## src/rtl/hazard_ctrl_pkg.sv

```systemverilog
// Shared types for the pipeline sequencing controller: controller states,
// register-number type and the bundle of per-stage enables/flushes.
package hazard_ctrl_pkg;

  typedef logic [4:0] regbits;

  typedef enum logic [1:0] {
    RUN,
    DWAIT,
    HALTED
  } hzd_state_t;

  // One decision for the whole pipeline in a cycle.
  typedef struct packed {
    logic pcEn;
    logic ifidEn;
    logic idexEn;
    logic exmemEn;
    logic memwbEn;
    logic ifidFlush;
    logic idexFlush;
  } pipeCtrl_t;

  localparam pipeCtrl_t CTRL_FREEZE   = pipeCtrl_t'(7'b00000_00);
  localparam pipeCtrl_t CTRL_ADVANCE  = pipeCtrl_t'(7'b11111_00);
  localparam pipeCtrl_t CTRL_REDIRECT = pipeCtrl_t'(7'b11111_11);
  localparam pipeCtrl_t CTRL_LOADUSE  = pipeCtrl_t'(7'b00111_01);
  localparam pipeCtrl_t CTRL_IMISS    = pipeCtrl_t'(7'b01111_10);

  // A load into r0 never produces a value worth waiting for.
  function automatic logic isLoadUse(logic memToReg, regbits wrDest,
                                     regbits rs, regbits rt);
    return memToReg && (wrDest != '0) && ((wrDest == rs) || (wrDest == rt));
  endfunction

endpackage

```

## src/rtl/hazard_ctrl_if.sv

```systemverilog
// Bundle of hazard inputs from ID/EX/MEM/WB and the sequencing outputs.
// hzd is the controller's view, tb drives the inputs and observes the rest.
interface hazard_ctrl_if #(
  parameter int CNT_W = 32
);
  import hazard_ctrl_pkg::*;

  regbits             id_rs;
  regbits             id_rt;
  logic               ex_MemtoReg;
  regbits             ex_WrDest;
  logic               ex_redirect;
  logic               mem_dREN;
  logic               mem_dWEN;
  logic               dhit;
  logic               ihit;
  logic               wb_halt;

  logic               pc_en;
  logic               ifid_en;
  logic               idex_en;
  logic               exmem_en;
  logic               memwb_en;
  logic               ifid_flush;
  logic               idex_flush;
  logic               exmem_flush;
  logic               halt;
  logic [CNT_W-1:0]   cyc_cnt;
  logic [CNT_W-1:0]   stall_cnt;

  modport hzd (
    input  id_rs, id_rt, ex_MemtoReg, ex_WrDest, ex_redirect,
           mem_dREN, mem_dWEN, dhit, ihit, wb_halt,
    output pc_en, ifid_en, idex_en, exmem_en, memwb_en,
           ifid_flush, idex_flush, exmem_flush, halt, cyc_cnt, stall_cnt
  );

  modport tb (
    output id_rs, id_rt, ex_MemtoReg, ex_WrDest, ex_redirect,
           mem_dREN, mem_dWEN, dhit, ihit, wb_halt,
    input  pc_en, ifid_en, idex_en, exmem_en, memwb_en,
           ifid_flush, idex_flush, exmem_flush, halt, cyc_cnt, stall_cnt
  );

endinterface

```

## src/rtl/hazard_ctrl.sv

```systemverilog
// Pipeline sequencing controller: combinational stage enables/flushes from
// cache handshakes, load-use, redirects and halt, plus cycle/stall counters.
module hazard_ctrl
  import hazard_ctrl_pkg::*;
#(
  parameter int CNT_W = 32
) (
  input  logic            CLK,
  input  logic            RST,
  hazard_ctrl_if.hzd      bus
);

  hzd_state_t        state;
  hzd_state_t        nextState;
  pipeCtrl_t         ctl;
  logic              dPend;
  logic              loadUse;
  logic [CNT_W-1:0]  cycCnt;
  logic [CNT_W-1:0]  stallCnt;
  logic              haltReg;

  assign dPend   = (bus.mem_dREN | bus.mem_dWEN) & ~bus.dhit;
  assign loadUse = isLoadUse(bus.ex_MemtoReg, bus.ex_WrDest, bus.id_rs, bus.id_rt);

  // DWAIT shares the RUN decision table: while the miss is outstanding dPend
  // holds the freeze, and the dhit cycle falls through to the lower rules.
  always_comb begin
    // NOTE: every output of this block gets a default first so no path
    // leaves a value unassigned and infers a latch.
    ctl       = CTRL_FREEZE;
    nextState = state;
    if (state == HALTED) begin
      ctl       = CTRL_FREEZE;
    end else if (bus.wb_halt) begin
      ctl       = CTRL_FREEZE;
      nextState = HALTED;
    end else if (dPend) begin
      ctl       = CTRL_FREEZE;
      nextState = DWAIT;
    end else begin
      nextState = RUN;
      if (bus.ex_redirect)  ctl = CTRL_REDIRECT;
      else if (loadUse)     ctl = CTRL_LOADUSE;
      else if (!bus.ihit)   ctl = CTRL_IMISS;
      else                  ctl = CTRL_ADVANCE;
    end
  end

  // NOTE: sequential state uses non-blocking assignments so every register
  // samples pre-edge values regardless of statement order.
  always_ff @(posedge CLK) begin
    if (RST) begin
      state    <= RUN;
      haltReg  <= 1'b0;
      cycCnt   <= '0;
      stallCnt <= '0;
    end else begin
      state <= nextState;
      if (nextState == HALTED) haltReg <= 1'b1;
      if (state != HALTED) begin
        cycCnt <= cycCnt + 1'b1;
        if (!ctl.pcEn) stallCnt <= stallCnt + 1'b1;
      end
    end
  end

  assign bus.pc_en       = ctl.pcEn;
  assign bus.ifid_en     = ctl.ifidEn;
  assign bus.idex_en     = ctl.idexEn;
  assign bus.exmem_en    = ctl.exmemEn;
  assign bus.memwb_en    = ctl.memwbEn;
  assign bus.ifid_flush  = ctl.ifidFlush;
  assign bus.idex_flush  = ctl.idexFlush;
  assign bus.exmem_flush = 1'b0;
  assign bus.halt        = haltReg;
  assign bus.cyc_cnt     = cycCnt;
  assign bus.stall_cnt   = stallCnt;

endmodule
```

## src/flat_wrapper.sv

```systemverilog
// flat-port wrapper written by rule: the top's interface ports become plain ports
module hazard_ctrl_flat import hazard_ctrl_pkg::*;
#(
  parameter int CNT_W = 32
)
  (CLK, RST, bus_id_rs, bus_id_rt, bus_ex_MemtoReg, bus_ex_WrDest, bus_ex_redirect, bus_mem_dREN, bus_mem_dWEN, bus_dhit, bus_ihit, bus_wb_halt, bus_pc_en, bus_ifid_en, bus_idex_en, bus_exmem_en, bus_memwb_en, bus_ifid_flush, bus_idex_flush, bus_exmem_flush, bus_halt, bus_cyc_cnt, bus_stall_cnt);
  hazard_ctrl_if #(.CNT_W(CNT_W)) bus_i ();
  input  logic CLK;
  input  logic RST;
  input wire logic [$bits(bus_i.id_rs)-1:0] bus_id_rs;
  input wire logic [$bits(bus_i.id_rt)-1:0] bus_id_rt;
  input wire logic [$bits(bus_i.ex_MemtoReg)-1:0] bus_ex_MemtoReg;
  input wire logic [$bits(bus_i.ex_WrDest)-1:0] bus_ex_WrDest;
  input wire logic [$bits(bus_i.ex_redirect)-1:0] bus_ex_redirect;
  input wire logic [$bits(bus_i.mem_dREN)-1:0] bus_mem_dREN;
  input wire logic [$bits(bus_i.mem_dWEN)-1:0] bus_mem_dWEN;
  input wire logic [$bits(bus_i.dhit)-1:0] bus_dhit;
  input wire logic [$bits(bus_i.ihit)-1:0] bus_ihit;
  input wire logic [$bits(bus_i.wb_halt)-1:0] bus_wb_halt;
  output wire logic [$bits(bus_i.pc_en)-1:0] bus_pc_en;
  output wire logic [$bits(bus_i.ifid_en)-1:0] bus_ifid_en;
  output wire logic [$bits(bus_i.idex_en)-1:0] bus_idex_en;
  output wire logic [$bits(bus_i.exmem_en)-1:0] bus_exmem_en;
  output wire logic [$bits(bus_i.memwb_en)-1:0] bus_memwb_en;
  output wire logic [$bits(bus_i.ifid_flush)-1:0] bus_ifid_flush;
  output wire logic [$bits(bus_i.idex_flush)-1:0] bus_idex_flush;
  output wire logic [$bits(bus_i.exmem_flush)-1:0] bus_exmem_flush;
  output wire logic [$bits(bus_i.halt)-1:0] bus_halt;
  output wire logic [$bits(bus_i.cyc_cnt)-1:0] bus_cyc_cnt;
  output wire logic [$bits(bus_i.stall_cnt)-1:0] bus_stall_cnt;
  assign bus_i.id_rs = bus_id_rs;
  assign bus_i.id_rt = bus_id_rt;
  assign bus_i.ex_MemtoReg = bus_ex_MemtoReg;
  assign bus_i.ex_WrDest = bus_ex_WrDest;
  assign bus_i.ex_redirect = bus_ex_redirect;
  assign bus_i.mem_dREN = bus_mem_dREN;
  assign bus_i.mem_dWEN = bus_mem_dWEN;
  assign bus_i.dhit = bus_dhit;
  assign bus_i.ihit = bus_ihit;
  assign bus_i.wb_halt = bus_wb_halt;
  assign bus_pc_en = bus_i.pc_en;
  assign bus_ifid_en = bus_i.ifid_en;
  assign bus_idex_en = bus_i.idex_en;
  assign bus_exmem_en = bus_i.exmem_en;
  assign bus_memwb_en = bus_i.memwb_en;
  assign bus_ifid_flush = bus_i.ifid_flush;
  assign bus_idex_flush = bus_i.idex_flush;
  assign bus_exmem_flush = bus_i.exmem_flush;
  assign bus_halt = bus_i.halt;
  assign bus_cyc_cnt = bus_i.cyc_cnt;
  assign bus_stall_cnt = bus_i.stall_cnt;
  hazard_ctrl #(.CNT_W(CNT_W)) u_core (.CLK(CLK), .RST(RST), .bus(bus_i));
endmodule
```

## config.mk

```make
export PLATFORM = sky130hd
export DESIGN_NAME = hazard_ctrl_flat
export DESIGN_NICKNAME = d
export VERILOG_FILES = /design/src/rtl/hazard_ctrl_pkg.sv /design/src/rtl/hazard_ctrl_if.sv /design/src/rtl/hazard_ctrl.sv /design/src/flat_wrapper.sv
export SDC_FILE = /design/constraint.sdc
export NUM_CORES = 1
export LEC_CHECK = 0
export CORE_MARGIN = 2
export CORE_UTILIZATION = 30
export CTS_CLUSTER_DIAMETER = 50
export CTS_CLUSTER_SIZE = 8
export DETAILED_ROUTE_END_ITERATION = 16
export PLACE_DENSITY = 0.64
export SYNTH_ARGS = -nofsm -noshare
export SYNTH_HDL_FRONTEND = slang
export SYNTH_SLANG_ARGS = --single-unit
```

## constraint.sdc

```tcl
create_clock -name CLK -period 2.21 [get_ports CLK]
set_clock_uncertainty 0.1 [all_clocks]
set_input_delay 0.442 -clock CLK [delete_from_list [all_inputs] [get_ports CLK]]
set_output_delay 0.442 -clock CLK [all_outputs]
set_load 0.02 [all_outputs]
```

# Word level (Yosys, flattened, before mapping)

Cells that the tools add are included.

Add/sub/neg operators: 2
Equal/unequal tests: 5
Multiplexer cells: 9
Bitwise gates (word level): 4
Reduce and logical (&&, ||, !) cells: 5

Operators by type and width:

| kind                                                            | count |
|---|---|
| 32-bit by 1-bit adder with 32-bit output, second input constant | 2 |
| 7-bit two-way mux                                               | 6 |
| 5-bit equality test                                             | 2 |
| 5-bit nonzero test                                              | 1 |
| 2-bit equality test, second input constant                      | 2 |
| 2-bit two-way mux                                               | 2 |
| 1-bit logical AND                                               | 2 |
| 2-bit inequality test, second input constant                    | 1 |
| 1-bit NOT                                                       | 2 |
| 2-bit AND reduction                                             | 1 |
| 1-bit AND                                                       | 1 |
| 1-bit logical OR                                                | 1 |
| 1-bit two-way mux                                               | 1 |
| 1-bit bitwise OR                                                | 1 |

Flip-flop bits (word level): 67
Input bits: 24
Output and inout port bits: 73
Logic and storage cells: 29

# Depth between registers and ports, before layout

Depth in word-level cells: 10
Mapped depth: 8
Mapped depth without buffers: 6

# Worst setup path after synthesis

OpenSTA, ideal clock, no wires.

Path type: input to output
Start: input bus_ex_WrDest[0]
End: output bus_pc_en
Arrival: 1.783 ns
Data required time: 1.668 ns
Setup slack: -0.115 ns
Stages: 5
Buffers on the path: 0
Path through: or4_1 o21ai_1 nand2b_1 a21oi_1 nor3_1

Cells in the longest elaborated chain, start to end: 8
Elaborated cells between the ends (all ways): 11

RTL lines:

| what                                                      | line                  | source |
|---|---|---|
| start, declared                                           | flat_wrapper.sv:13    | `input wire logic [$bits(bus_i.ex_WrDest)-1:0] bus_ex_WrDest;` |
| 5-bit equality test or 5-bit nonzero test (tied branches) | hazard_ctrl_pkg.sv:33 | `return memToReg && (wrDest != '0) && ((wrDest == rs) \|\| (wrDest == rt));` |
| 1-bit logical OR or 1-bit logical AND (tied branches)     | hazard_ctrl_pkg.sv:33 |  |
| 1-bit logical AND (*)                                     | hazard_ctrl_pkg.sv:33 |  |
| 7-bit two-way mux (*)                                     | hazard_ctrl.sv:43     | `else if (loadUse) ctl = CTRL_LOADUSE;` |
| 7-bit two-way mux (*)                                     | hazard_ctrl.sv:42     | `if (bus.ex_redirect) ctl = CTRL_REDIRECT;` |
| 7-bit two-way mux (*)                                     | hazard_ctrl.sv:37     | `end else if (dPend) begin` |
| 7-bit two-way mux (*)                                     | hazard_ctrl.sv:34     | `end else if (bus.wb_halt) begin` |
| 7-bit two-way mux (*)                                     | hazard_ctrl.sv:32     | `if (state == HALTED) begin` |
| end, declared                                             | flat_wrapper.sv:20    | `output wire logic [$bits(bus_i.pc_en)-1:0] bus_pc_en;` |

Every way passes the cells marked *; elsewhere a longest branch is shown, timed or not.

# Worst setup path in the final report

Start: input bus_ex_WrDest[2]
End: output bus_ifid_flush

Cells in the longest elaborated chain, start to end: 8
Elaborated cells between the ends (all ways): 11

RTL lines:

| what                                                      | line                  | source |
|---|---|---|
| 5-bit equality test or 5-bit nonzero test (tied branches) | hazard_ctrl_pkg.sv:33 |  |
| 1-bit logical OR or 1-bit logical AND (tied branches)     | hazard_ctrl_pkg.sv:33 |  |
| 1-bit logical AND (*)                                     | hazard_ctrl_pkg.sv:33 |  |
| 7-bit two-way mux (*)                                     | hazard_ctrl.sv:43     |  |
| 7-bit two-way mux (*)                                     | hazard_ctrl.sv:42     |  |
| 7-bit two-way mux (*)                                     | hazard_ctrl.sv:37     |  |
| 7-bit two-way mux (*)                                     | hazard_ctrl.sv:34     |  |
| 7-bit two-way mux (*)                                     | hazard_ctrl.sv:32     |  |
| end, declared                                             | flat_wrapper.sv:25    | `output wire logic [$bits(bus_i.ifid_flush)-1:0] bus_ifid_flush;` |

Marked as above.

==> out/metrics.cfg <==
[run_status]
status=complete, but fails checks
violations=negative setup slack

[clock_network]
clock_path_buffers=2
worstSkewPairLatency_ps=350
cts_made_buffers=9
clkTransAtPathRegs_ps=70
cts_sinks=67
htreeDepth=3
cts_root_buffer=clkbuf_8
hold_buffers=0
cts_tree=built

[job]
drv_cap=0

[worst_hold_path]
hold_class=flop to flop
hold-path-cell-count=2
hp-start=u_core.bus.halt
min_delay_worst_endpoint=u_core.bus.halt

[sta]
fin_ws_ps=-79.2
min_period_ps=2290
worst_pin_slew_ps=556
period_share_pct=104
setup_viol=11
slew_headroom_pct=62.9
grt_setup_unrepaired=true
final_max_slew_viol_count=0
finalHoldViolCount=0
clock.fmax_mhz=437

[logic_synthesis]
synth_seq_cells=67
syn_area_mm2=0.00336
avgSynthCellArea_um2=8.31
synth_nets=430
ys_types=43
seq_area_frac_synth_pct=40.0
async_reset_ff_share_pct=0
synthCells=404
synth_top_area_share_pct=40.0
synth_edf_count=0
netlist.top_cell.by_area=dfxtp_1
yosysWarnings=0
yosys_most_used_dff=dfxtp_1
synthTopCellsByArea=dfxtp_1 (40%), a21oi_1 (5.4%), xnor2_1 (5.0%), xor2_1 (4.7%), nor2_1 (4.6%)

[global_route]
grt_pass1_wl_um=15400
grt_remaining_overflow=0
antenna_found_initial=0
grt_pass1_vias=3283
grt_use_total_pct=16.0
grt_max_degree=30

[cells_and_area]
fill_cells=1058
area_delta_synth_final_pct=52.4
seq_area_mm2=0.00134
nets=556
multi_input_area_mm2=0.00202
final_cells=675
design_area_mm2=0.00512
diodes=0
layout_commonest_cell=clkdlybuf4s50_1
layout_common_cells=clkdlybuf4s50_1 (71), dfxtp_1 (66), nor2_1 (40)
drive_gt1_share_pct=21.3

[critical_path]
rr_endpoint=u_core.bus.stall_cnt[26]
reg2reg_depth=5
worst_ep_required_time_ps=1670
path_max_fanout=3
worst-r2r-setup-slack_ps=100
crit_type=primary input to output port
worst_ep_arrival_time_ps=1750
r2r-start=u_core.bus.stall_cnt[5]
endpoint_kind=output port
startpoint_type=primary input

[floorplan]
num_io_pins=97
initial_core_util_pct=30.8
core-area_mm2=0.0109
num_rows=38
fp.dieH_um=110
dieArea_mm2=0.0121
die_width_um=110

[placed_design]
numPortBuffers=95
place_area_mm2=0.00461
globalplace.congestion=0.798
dp_hpwl_um=6630
dp.cells=646

[detailed_routing]
drc=0
first_pass_iters=4
ant_nets=0
drt-initial-drc-count=132
wl_um=9850
wl_per_cell_um=14.6
vias=3447
vias_per_cell=5.11

[power]
power_frac_seq_pct=44.1
p_comb_share_pct=14.0
pwr-share-clk_pct=41.9
p_int_uw=2120
powerDensity_mw_per_mm2=550
p_total_uw=2810
power.leakage_uw=0.00180
p_sw_uw=696
switching_share_pct=24.7
vdd_drop_max_v=0.000336

## per-layer routing
metal  routed length (µm)  track usage, %  vias to the layer above
met5                    0               0                        -
met4                  159            4.43                        0
met3                  406            4.15                       19
met2                 4880            27.0                       81
met1                 4410            20.0                     1652
li1                     -               -                     1695
## cells by family after synthesis
| kind of cell | share of synthesized area [%] |
|---|---|
| and+or+nand+nor | 31.3 |
| AOI/OAI and AO/OA | 13.9 |
| DFF | 40.0 |
| xor gates and xnor gates | 9.65 |
| buffers and inverters | 4.03 |
| adders and majority gates | 0.745 |
| other | 0.112 |
| muxes | 0.298 |
## worst max path at each step
stage | start | end | slack, ps | cells past startpoint
global route | bus_ex_WrDest[2] | bus_pc_en | -140 | 7
finish | bus_ex_WrDest[2] | bus_ifid_flush | -80 | 8
global placement | bus_ex_WrDest[0] | bus_pc_en | -860 | 7
CTS | bus_ex_WrDest[2] | bus_pc_en | -180 | 7
detailed placement | bus_ex_WrDest[0] | bus_pc_en | -940 | 7
floorplan | bus_ex_WrDest[0] | u_core.bus.stall_cnt[1] | 40 | 8
## sequential cells by signal, indices dropped and copies added, names as in the netlist
| register | flops |
|---|---|
| u_core.bus.stall_cnt | 32 |
| u_core.state | 2 |
| u_core.bus.halt | 1 |
| u_core.bus.cyc_cnt | 32 |
## cells in the mapped netlist (2+ instances only)
cell and n:
dfxtp_1 67, nor2_1 41, a21oi_1 36, nand2_1 28
nand3_1 23, or3_1 21, xnor2_1 19, xor2_1 18
or4_1 16, o21ai_0 15, nand4_1 14, clkbuf_1 13
o31ai_1 13, and3_1 10, buf_4 7, nor3_1 7
o21ai_1 6, and2_1 5, and4_1 3, buf_2 3
nand2b_1 3, nor2b_1 3, nor4_1 3, o21a_1 3
or2_2 3, and4_4 2, ha_1 2, inv_1 2
o21ba_2 2, o31a_1 2, or2_1 2
## power groups by stage
stage | sequential (µW) | clock, µW | combinational (µW)
floorplan | 1280 | 0 | 147
global placement | 1270 | 0 | 308
detailed placement | 1270 | 0 | 313
CTS | 1240 | 1210 | 319
global route | 1240 | 1270 | 422
finish | 1240 | 1180 | 395
## critical path, stage by stage
cell     delay [ps]
buf_6           100
or4_4           540
o21ai_4         180
buf_6           130
nor2b_4          40
nor2_2           70
o21a_1          130
buf_6           120
## metrics by stage
step	util [%]	TNS, ps	setup slack (ps)	hold slack (ps)
after floorplan	-	0	38.9	407
final	47.0	-356	-79.2	385
after global placement	42.4	-19110	-856	354
after detailed placement	42.4	-21540	-936	363
after CTS	44.8	-271	-180	382
after global routing	47.0	-1420	-140	422
## timing repair
action | 4_1_cts | 5_1_grt
setup endpoints to repair | 39 | 29
pin swaps | 16 | 31
cloned | 0 | 5
buffers inserted | 2 | 7
gates resized for setup | 65 | 50
## cell type report
class | count | share of cell area (%)
multi-input combinational | 311 | 39.5
tap | 140 | 3.42
timing repair buffer | 139 | 26.2
sequential | 67 | 26.2
clock buffer | 12 | 3.03
clock inverter | 4 | 1.42
inverter | 2 | 0.147
(Power assumes the default switching activity.)
